### src/rtl/cpu_pkg.sv
// Shared definitions for the program loader and its CPU-side neighbours:
// loader FSM states, the terminator word and byte-lane geometry.
package cpu_pkg;

   typedef enum logic [2:0] {
      IDLE  = 3'd0,
      RECV  = 3'd1,
      WRITE = 3'd2,
      FILL  = 3'd3,
      DONE  = 3'd4
   } loader_state_t;

   localparam logic [31:0] NOP_WORD       = 32'h0000_0000;
   localparam int          BYTES_PER_WORD = 4;
   localparam logic [1:0]  LAST_BYTE_IDX  = 2'(BYTES_PER_WORD - 1);

   // True when a word is the program terminator.
   function automatic logic is_nop(input logic [31:0] word);
      return (word == NOP_WORD);
   endfunction

endpackage

### src/rtl/loader_word_assembler.sv
// Byte-lane assembler: collects little-endian bytes into a 32-bit word.
// The fourth byte is not stored; it is merged combinationally so the parent
// can register the complete word on the same edge that accepts that byte.
module loader_word_assembler
   import cpu_pkg::*;
(
   input  logic        clk,
   input  logic        reset,
   input  logic        clear,
   input  logic        byte_accept,
   input  logic [7:0]  byte_data,
   output logic        word_valid,
   output logic [31:0] word
);

   logic [23:0] lanes_r;
   logic [1:0]  byte_idx_r;

   // Store the lower three lanes and advance the lane index per accepted byte.
   always_ff @(posedge clk) begin
      if (reset) begin
         lanes_r    <= 24'h00_0000;
         byte_idx_r <= 2'd0;
      end else if (clear) begin
         lanes_r    <= 24'h00_0000;
         byte_idx_r <= 2'd0;
      end else if (byte_accept) begin
         case (byte_idx_r)
            2'd0:    lanes_r[7:0]   <= byte_data;
            2'd1:    lanes_r[15:8]  <= byte_data;
            2'd2:    lanes_r[23:16] <= byte_data;
            default: lanes_r        <= lanes_r;
         endcase
         byte_idx_r <= byte_idx_r + 2'd1;
      end
   end

   // Word completes when the last lane's byte is being accepted.
   always_comb begin
      word_valid = byte_accept && (byte_idx_r == LAST_BYTE_IDX);
      word       = {byte_data, lanes_r};
   end

endmodule

### src/rtl/imem_loader.sv
// Program loader for cpu_sequential: streams bytes into 32-bit words, writes
// them to instruction memory from address 0 and releases the CPU reset once
// the all-zero terminator word has been written.
// Optional feature macro: IMEM_LOADER_ZERO_FILL_EN -- zero the rest of memory
// after the terminator before releasing the CPU.
module imem_loader
   import cpu_pkg::*;
#(
   parameter int DEPTH_WORDS = 64,
   parameter int ADDR_W      = 6
)(
   input  logic              clk,
   input  logic              reset,
   input  logic              start,
   input  logic              byte_valid,
   input  logic [7:0]        byte_data,
   output logic              byte_ready,
   output logic              imem_we,
   output logic [ADDR_W-1:0] imem_addr,
   output logic [31:0]       imem_wdata,
   output logic              cpu_reset,
   output logic              done,
   output logic              overflow,
   output logic [ADDR_W:0]   word_count
);

   localparam logic [ADDR_W-1:0] LAST_ADDR = ADDR_W'(DEPTH_WORDS - 1);
   localparam logic [ADDR_W-1:0] ADDR_ONE  = {{(ADDR_W-1){1'b0}}, 1'b1};
   localparam logic [ADDR_W:0]   CNT_ONE   = {{ADDR_W{1'b0}}, 1'b1};

   loader_state_t     state_r;
   loader_state_t     state_nxt_s;
   logic [ADDR_W-1:0] addr_nxt_s;
   logic [ADDR_W:0]   count_nxt_s;
   logic              we_nxt_s;
   logic [31:0]       wdata_nxt_s;
   logic              overflow_nxt_s;
   logic              clear_s;
   logic              accept_s;
   logic              word_valid_s;
   logic [31:0]       word_s;

   loader_word_assembler u_asm (
      .clk         (clk),
      .reset       (reset),
      .clear       (clear_s),
      .byte_accept (accept_s),
      .byte_data   (byte_data),
      .word_valid  (word_valid_s),
      .word        (word_s)
   );

   // Next-state and next-output decode; every output is registered below.
   always_comb begin
      state_nxt_s    = state_r;
      addr_nxt_s     = imem_addr;
      count_nxt_s    = word_count;
      we_nxt_s       = 1'b0;
      wdata_nxt_s    = imem_wdata;
      overflow_nxt_s = overflow;
      clear_s        = 1'b0;
      accept_s       = (state_r == RECV) && byte_valid && byte_ready;

      case (state_r)
         IDLE, DONE: begin
            if (start) begin
               state_nxt_s    = RECV;
               addr_nxt_s     = '0;
               count_nxt_s    = '0;
               overflow_nxt_s = 1'b0;
               clear_s        = 1'b1;
            end else begin
               state_nxt_s = state_r;
            end
         end
         RECV: begin
            if (word_valid_s) begin
               state_nxt_s = WRITE;
               we_nxt_s    = 1'b1;
               wdata_nxt_s = word_s;
            end else begin
               state_nxt_s = RECV;
            end
         end
         WRITE: begin
            count_nxt_s = word_count + CNT_ONE;
            if (is_nop(imem_wdata)) begin
`ifdef IMEM_LOADER_ZERO_FILL_EN
               if (imem_addr == LAST_ADDR) begin
                  state_nxt_s = DONE;
               end else begin
                  state_nxt_s = FILL;
                  addr_nxt_s  = imem_addr + ADDR_ONE;
                  we_nxt_s    = 1'b1;
                  wdata_nxt_s = NOP_WORD;
               end
`else
               state_nxt_s = DONE;
`endif
            end else if (imem_addr == LAST_ADDR) begin
               // Memory full and still no terminator: stop, never wrap.
               state_nxt_s    = DONE;
               overflow_nxt_s = 1'b1;
            end else begin
               state_nxt_s = RECV;
               addr_nxt_s  = imem_addr + ADDR_ONE;
            end
         end
         FILL: begin
`ifdef IMEM_LOADER_ZERO_FILL_EN
            if (imem_addr == LAST_ADDR) begin
               state_nxt_s = DONE;
            end else begin
               state_nxt_s = FILL;
               addr_nxt_s  = imem_addr + ADDR_ONE;
               we_nxt_s    = 1'b1;
               wdata_nxt_s = NOP_WORD;
            end
`else
            // Unreachable without zero fill; recover to a safe state.
            state_nxt_s = IDLE;
`endif
         end
         default: begin
            state_nxt_s = IDLE;
         end
      endcase
   end

   // State and output registers, derived from the decoded next state.
   always_ff @(posedge clk) begin
      if (reset) begin
         state_r    <= IDLE;
         byte_ready <= 1'b0;
         imem_we    <= 1'b0;
         imem_addr  <= '0;
         imem_wdata <= 32'h0000_0000;
         cpu_reset  <= 1'b1;
         done       <= 1'b0;
         overflow   <= 1'b0;
         word_count <= '0;
      end else begin
         state_r    <= state_nxt_s;
         byte_ready <= (state_nxt_s == RECV);
         imem_we    <= we_nxt_s;
         imem_addr  <= addr_nxt_s;
         imem_wdata <= wdata_nxt_s;
         cpu_reset  <= (state_nxt_s != DONE);
         done       <= (state_nxt_s == DONE);
         overflow   <= overflow_nxt_s;
         word_count <= count_nxt_s;
      end
   end

endmodule

### config.mk
export PLATFORM = sky130hd
export DESIGN_NAME = imem_loader
export DESIGN_NICKNAME = d
export VERILOG_FILES = /design/src/rtl/cpu_pkg.sv /design/src/rtl/loader_word_assembler.sv /design/src/rtl/imem_loader.sv
export SDC_FILE = /design/constraint.sdc
export NUM_CORES = 1
export LEC_CHECK = 0
export BUFFER_PORTS_ARGS = -buffer_cell sky130_fd_sc_hd__buf_4
export CORE_ASPECT_RATIO = 1.5
export CORE_MARGIN = 3
export CORE_UTILIZATION = 45
export CTS_CLUSTER_DIAMETER = 60
export DETAILED_ROUTE_END_ITERATION = 8
export PLACE_DENSITY_LB_ADDON = 0.2
export SLEW_MARGIN = 20
export SYNTH_ARGS = -nofsm -noshare
export SYNTH_HDL_FRONTEND = slang
export SYNTH_HIERARCHICAL = 1
export SYNTH_SLANG_ARGS = --single-unit
### constraint.sdc
create_clock -name clk -period 2.5 [get_ports clk]
set_input_delay 0.375 -clock clk [delete_from_list [all_inputs] [get_ports clk]]
set_output_delay 0.375 -clock clk [all_outputs]
set_load 0.02 [all_outputs]
==> results.yml <==
detailed_routing:
  routed_wl_mm: 7.71
  vias: 2775
  antenna_left: 0
  first_pass_iters: 4
  drc: 0
  drt-wirelength-per-cell_um: 14.5
  viasPerCell: 5.22
  first_iter_violations: 106
grt:
  antenna_found_initial: 0
  grt_util_all_layers: 0.180
  grt_overflow: 0
  grt_pass1_vias: 2618
  grt_pass1_wl_mm: 12.6
  grt_max_degree: 53
clock_network:
  clockBufferDepth: 2
  clock_sinks: 79
  post-cts-setup-buffer-count: 0
  clock_latency_ns: 0.36
  cts_made_buffers: 9
  cts_tree: "yes"
  cts_root_buf: "clkbuf_8"
  holdBufCountCts: 0
  htree_levels: 3
  clk_pin_slew_ns: 0.08
  cts_resized: 0
floorplanning:
  fp.dieW_um: 77.7
  initial_utilization: 0.471
  coreArea_sq_um: 7370
  die_h_um: 114
  rows: 38
  dieArea_sq_um: 8820
  io_pins: 62
setup_path:
  required_ns: 2.79
  worstSetupPathType: "register to register"
  worstPathArrival_ns: 2.25
  critPathMaxStageDelay_ns: 0.48
  slowest_stage: "dfxtp_1"
  cp_cell_sequence: "nor3b_1, and3_1, and2_1, and2_1, buf_4, nand2_1, a21oi_1"
  timing.critical_path.mode_cell: "and2_1"
  path_buf_inv: 1
  ff2ff_setup_slack_ns: 0.54
  endpoint_kind: "register"
  crit_fanout: 32
  cpLargestDelayFamily: "simple AND/OR/NAND/NOR gates"
  cp-start-kind: "register"
yosys:
  yosysUniqueCellTypes: 42
  synth.yosys.seq_area_share: 0.456
  synth.net_count: 405
  synth_cells: 387
  synthTopCellsByArea: "dfxtp_1 (46%), nand2_1 (7.7%), a21oi_1 (6.3%), a21bo_2 (5.2%), a21oi_2 (4.5%)"
  synth_warnings: 6
  synth_top_area_share: 0.456
  ys_ff_latch: 79
  avgSynthCellArea_sq_um: 8.97
  synth_top_cell_by_area: "dfxtp_1"
  synth_area_sq_um: 3470
finish:
  fin_nets: 445
  syn2layout_area_growth_pct: 15.4
  diodes: 0
  drive_gt1_frac: 0.289
timing:
  period_minus_slack_ns: 1.96
  final-hold-violation-count: 0
  finalSetupViolCount: 0
  finalSetupTns_ns: 0
  fin_crit_sh: 0.786
  rsz0062_at_grt: "false"
  max_freq_ghz: 0.509
  relSlewSlack: 0.603
  fin_worst_skew_ns: 0.00934
  worst_pin_slew_ns: 0.595
  slew_viol_final: 0
  final.setup.worst_slack_ns: 0.535
pwr:
  power_density_nw_per_um2: 573
  p_leak_nw: 1.49
  irDropWorstVdd_mv: 0.363
run:
  drv_cap: 0
placement:
  io_buffer_count: 61
  place_congestion: 0.733
  dp_hpwl_mm: 5.33
  pre_cts_ws_ns: 0.567
min_path:
  min_path_type: "primary input to register"
run_status:
  status: "completed"
-- stage by stage --
stage / cell area (sq um) / instances / util / hold WS [ns] / power, W
6_report: 4010 / 532 / 0.544 / 0.299 / 0.00230
4_1_cts: 4010 / 532 / 0.544 / 0.284 / 0.00232
3_3_place_gp: 3810 / 516 / 0.517 / 0.438 / 0.00138
2_1_floorplan: 3470 / 387 / - / 0.426 / 0.00137
5_1_grt: 4010 / 532 / 0.544 / 0.295 / 0.00238
3_5_place_dp: 3810 / 516 / 0.517 / 0.443 / 0.00138
-- path summary, 6_finish.rpt --
check | start | to | cells past startpoint
max | state_r[0]$_SDFF_PP0_ | imem_wdata[28]$_SDFFE_PP0P_ | 7
min | byte_data[6] | imem_wdata[30]$_SDFFE_PP0P_ | 3
max reg2reg | state_r[0]$_SDFF_PP0_ | imem_wdata[28]$_SDFFE_PP0P_ | 7
min reg2reg | u_asm/lanes_r[6]$_SDFFE_PP0P_ | imem_wdata[6]$_SDFFE_PP0P_ | 2
-- per-layer routing --
layer	up-vias	track usage	part of all wire	routed length, um
met4	0	0.0772	0.012	95
li1	1414	-	-	-
met1	1295	0.212	0.43	3340
met5	-	0	0	0
met3	8	0.0411	0.041	319
met2	58	0.309	0.51	3960
-- worst reg2reg max path, cell delays in order, from the launching register on --
cell and delay, ns:
dfxtp_1 0.48, nor3b_1 0.33, and3_1 0.24, and2_1 0.16, and2_1 0.13, buf_4 0.32
nand2_1 0.12, a21oi_1 0.12
-- sequential cells by signal (all words and copies together) (netlist names) --
name and cells:
u_asm/lanes_r 24, state_r 3, imem_addr 6, u_asm/byte_idx_r 2
cpu_reset 1, done 1, byte_ready 1, overflow 1
imem_wdata 32, imem_we 1, word_count 7
-- where the power goes --
group          internal, W  leakage (nW)  switching, W  total [W]
combinational    0.0000255         0.754     0.0000607  0.0000862
clock             0.000483        0.0981      0.000462   0.000945
sequential         0.00126         0.637    0.00000474    0.00127
total              0.00177          1.49      0.000528    0.00230
-- cell families (layout without fill, tap and decap cells) --
group,after synthesis,after routing,synth area share
adder cells (fa/ha/maj),6,6,0.0216
AO/OA/AOI/OAI,101,101,0.210
flip-flops,79,79,0.456
buffers and inverters,41,86,0.0858
multiplexers,7,7,0.0216
AND/OR/NAND/NOR,152,152,0.203
XOR/XNOR,1,1,0.00252
-- layout make-up --
cell class | instances | area, sq um
Fill cell | 712 | 3360
Multi-Input combinational cell | 267 | 1590
Sequential cell | 79 | 1580
Timing Repair Buffer | 66 | 495
Clock buffer | 10 | 138
Tap cell | 100 | 125
Clock inverter | 6 | 60.1
Inverter | 4 | 15.0
-- placed cells by master, fill, tap and decap left out, drive strengths merged --
cell and n:
a41o 1, xnor2 1, o21ai 3, nor3 4
o211ai 2, nand4 2, clkinv 3, ha 6
nor2b 1, o21a 1, or3 2, a31oi 2
a41oi 1, a21bo 24, nand2 71, o31ai 2
a211oi 1, mux2i 3, nor2 19, or4 2
or2 2, mux2 4, buf 66, clkinvlp 2
and3 3, and4 2, and2 2, a22oi 2
nand3b 1, nand3 31, bufinv 1, inv 4
dfxtp 79, clkbuf 10, nor3b 2, a21oi 62
nor4 8
-- cells in the mapped netlist --
| cell | number |
|---|---|
| o21a_1 | 1 |
| nand4_1 | 2 |
| o21ai_2 | 1 |
| or3_1 | 2 |
| nand3b_1 | 1 |
| nor3b_1 | 1 |
| o211ai_1 | 2 |
| nor2_1 | 19 |
| buf_4 | 8 |
| mux2_2 | 4 |
| a21oi_2 | 18 |
| or2_1 | 1 |
| clkbuf_1 | 10 |
| ha_1 | 6 |
| a31oi_1 | 2 |
| nor4_1 | 8 |
| xnor2_1 | 1 |
| and3_1 | 3 |
| dfxtp_1 | 79 |
| nor3b_4 | 1 |
| a21bo_2 | 18 |
| nand2_1 | 71 |
| inv_1 | 4 |
| o21ai_0 | 2 |
| nand3_1 | 31 |
| a21bo_1 | 6 |
| mux2i_1 | 3 |
| a22oi_1 | 2 |
| and4_1 | 2 |
| or2_2 | 1 |
| o31ai_1 | 2 |
| or4_1 | 2 |
| nor3_1 | 4 |
| buf_6 | 12 |
| a21oi_1 | 44 |
| a41o_1 | 1 |
| buf_12 | 1 |
| a211oi_1 | 1 |
| and2_1 | 2 |
| a41oi_1 | 1 |
| buf_2 | 6 |
| nor2b_1 | 1 |
(Power assumes the default switching activity.)
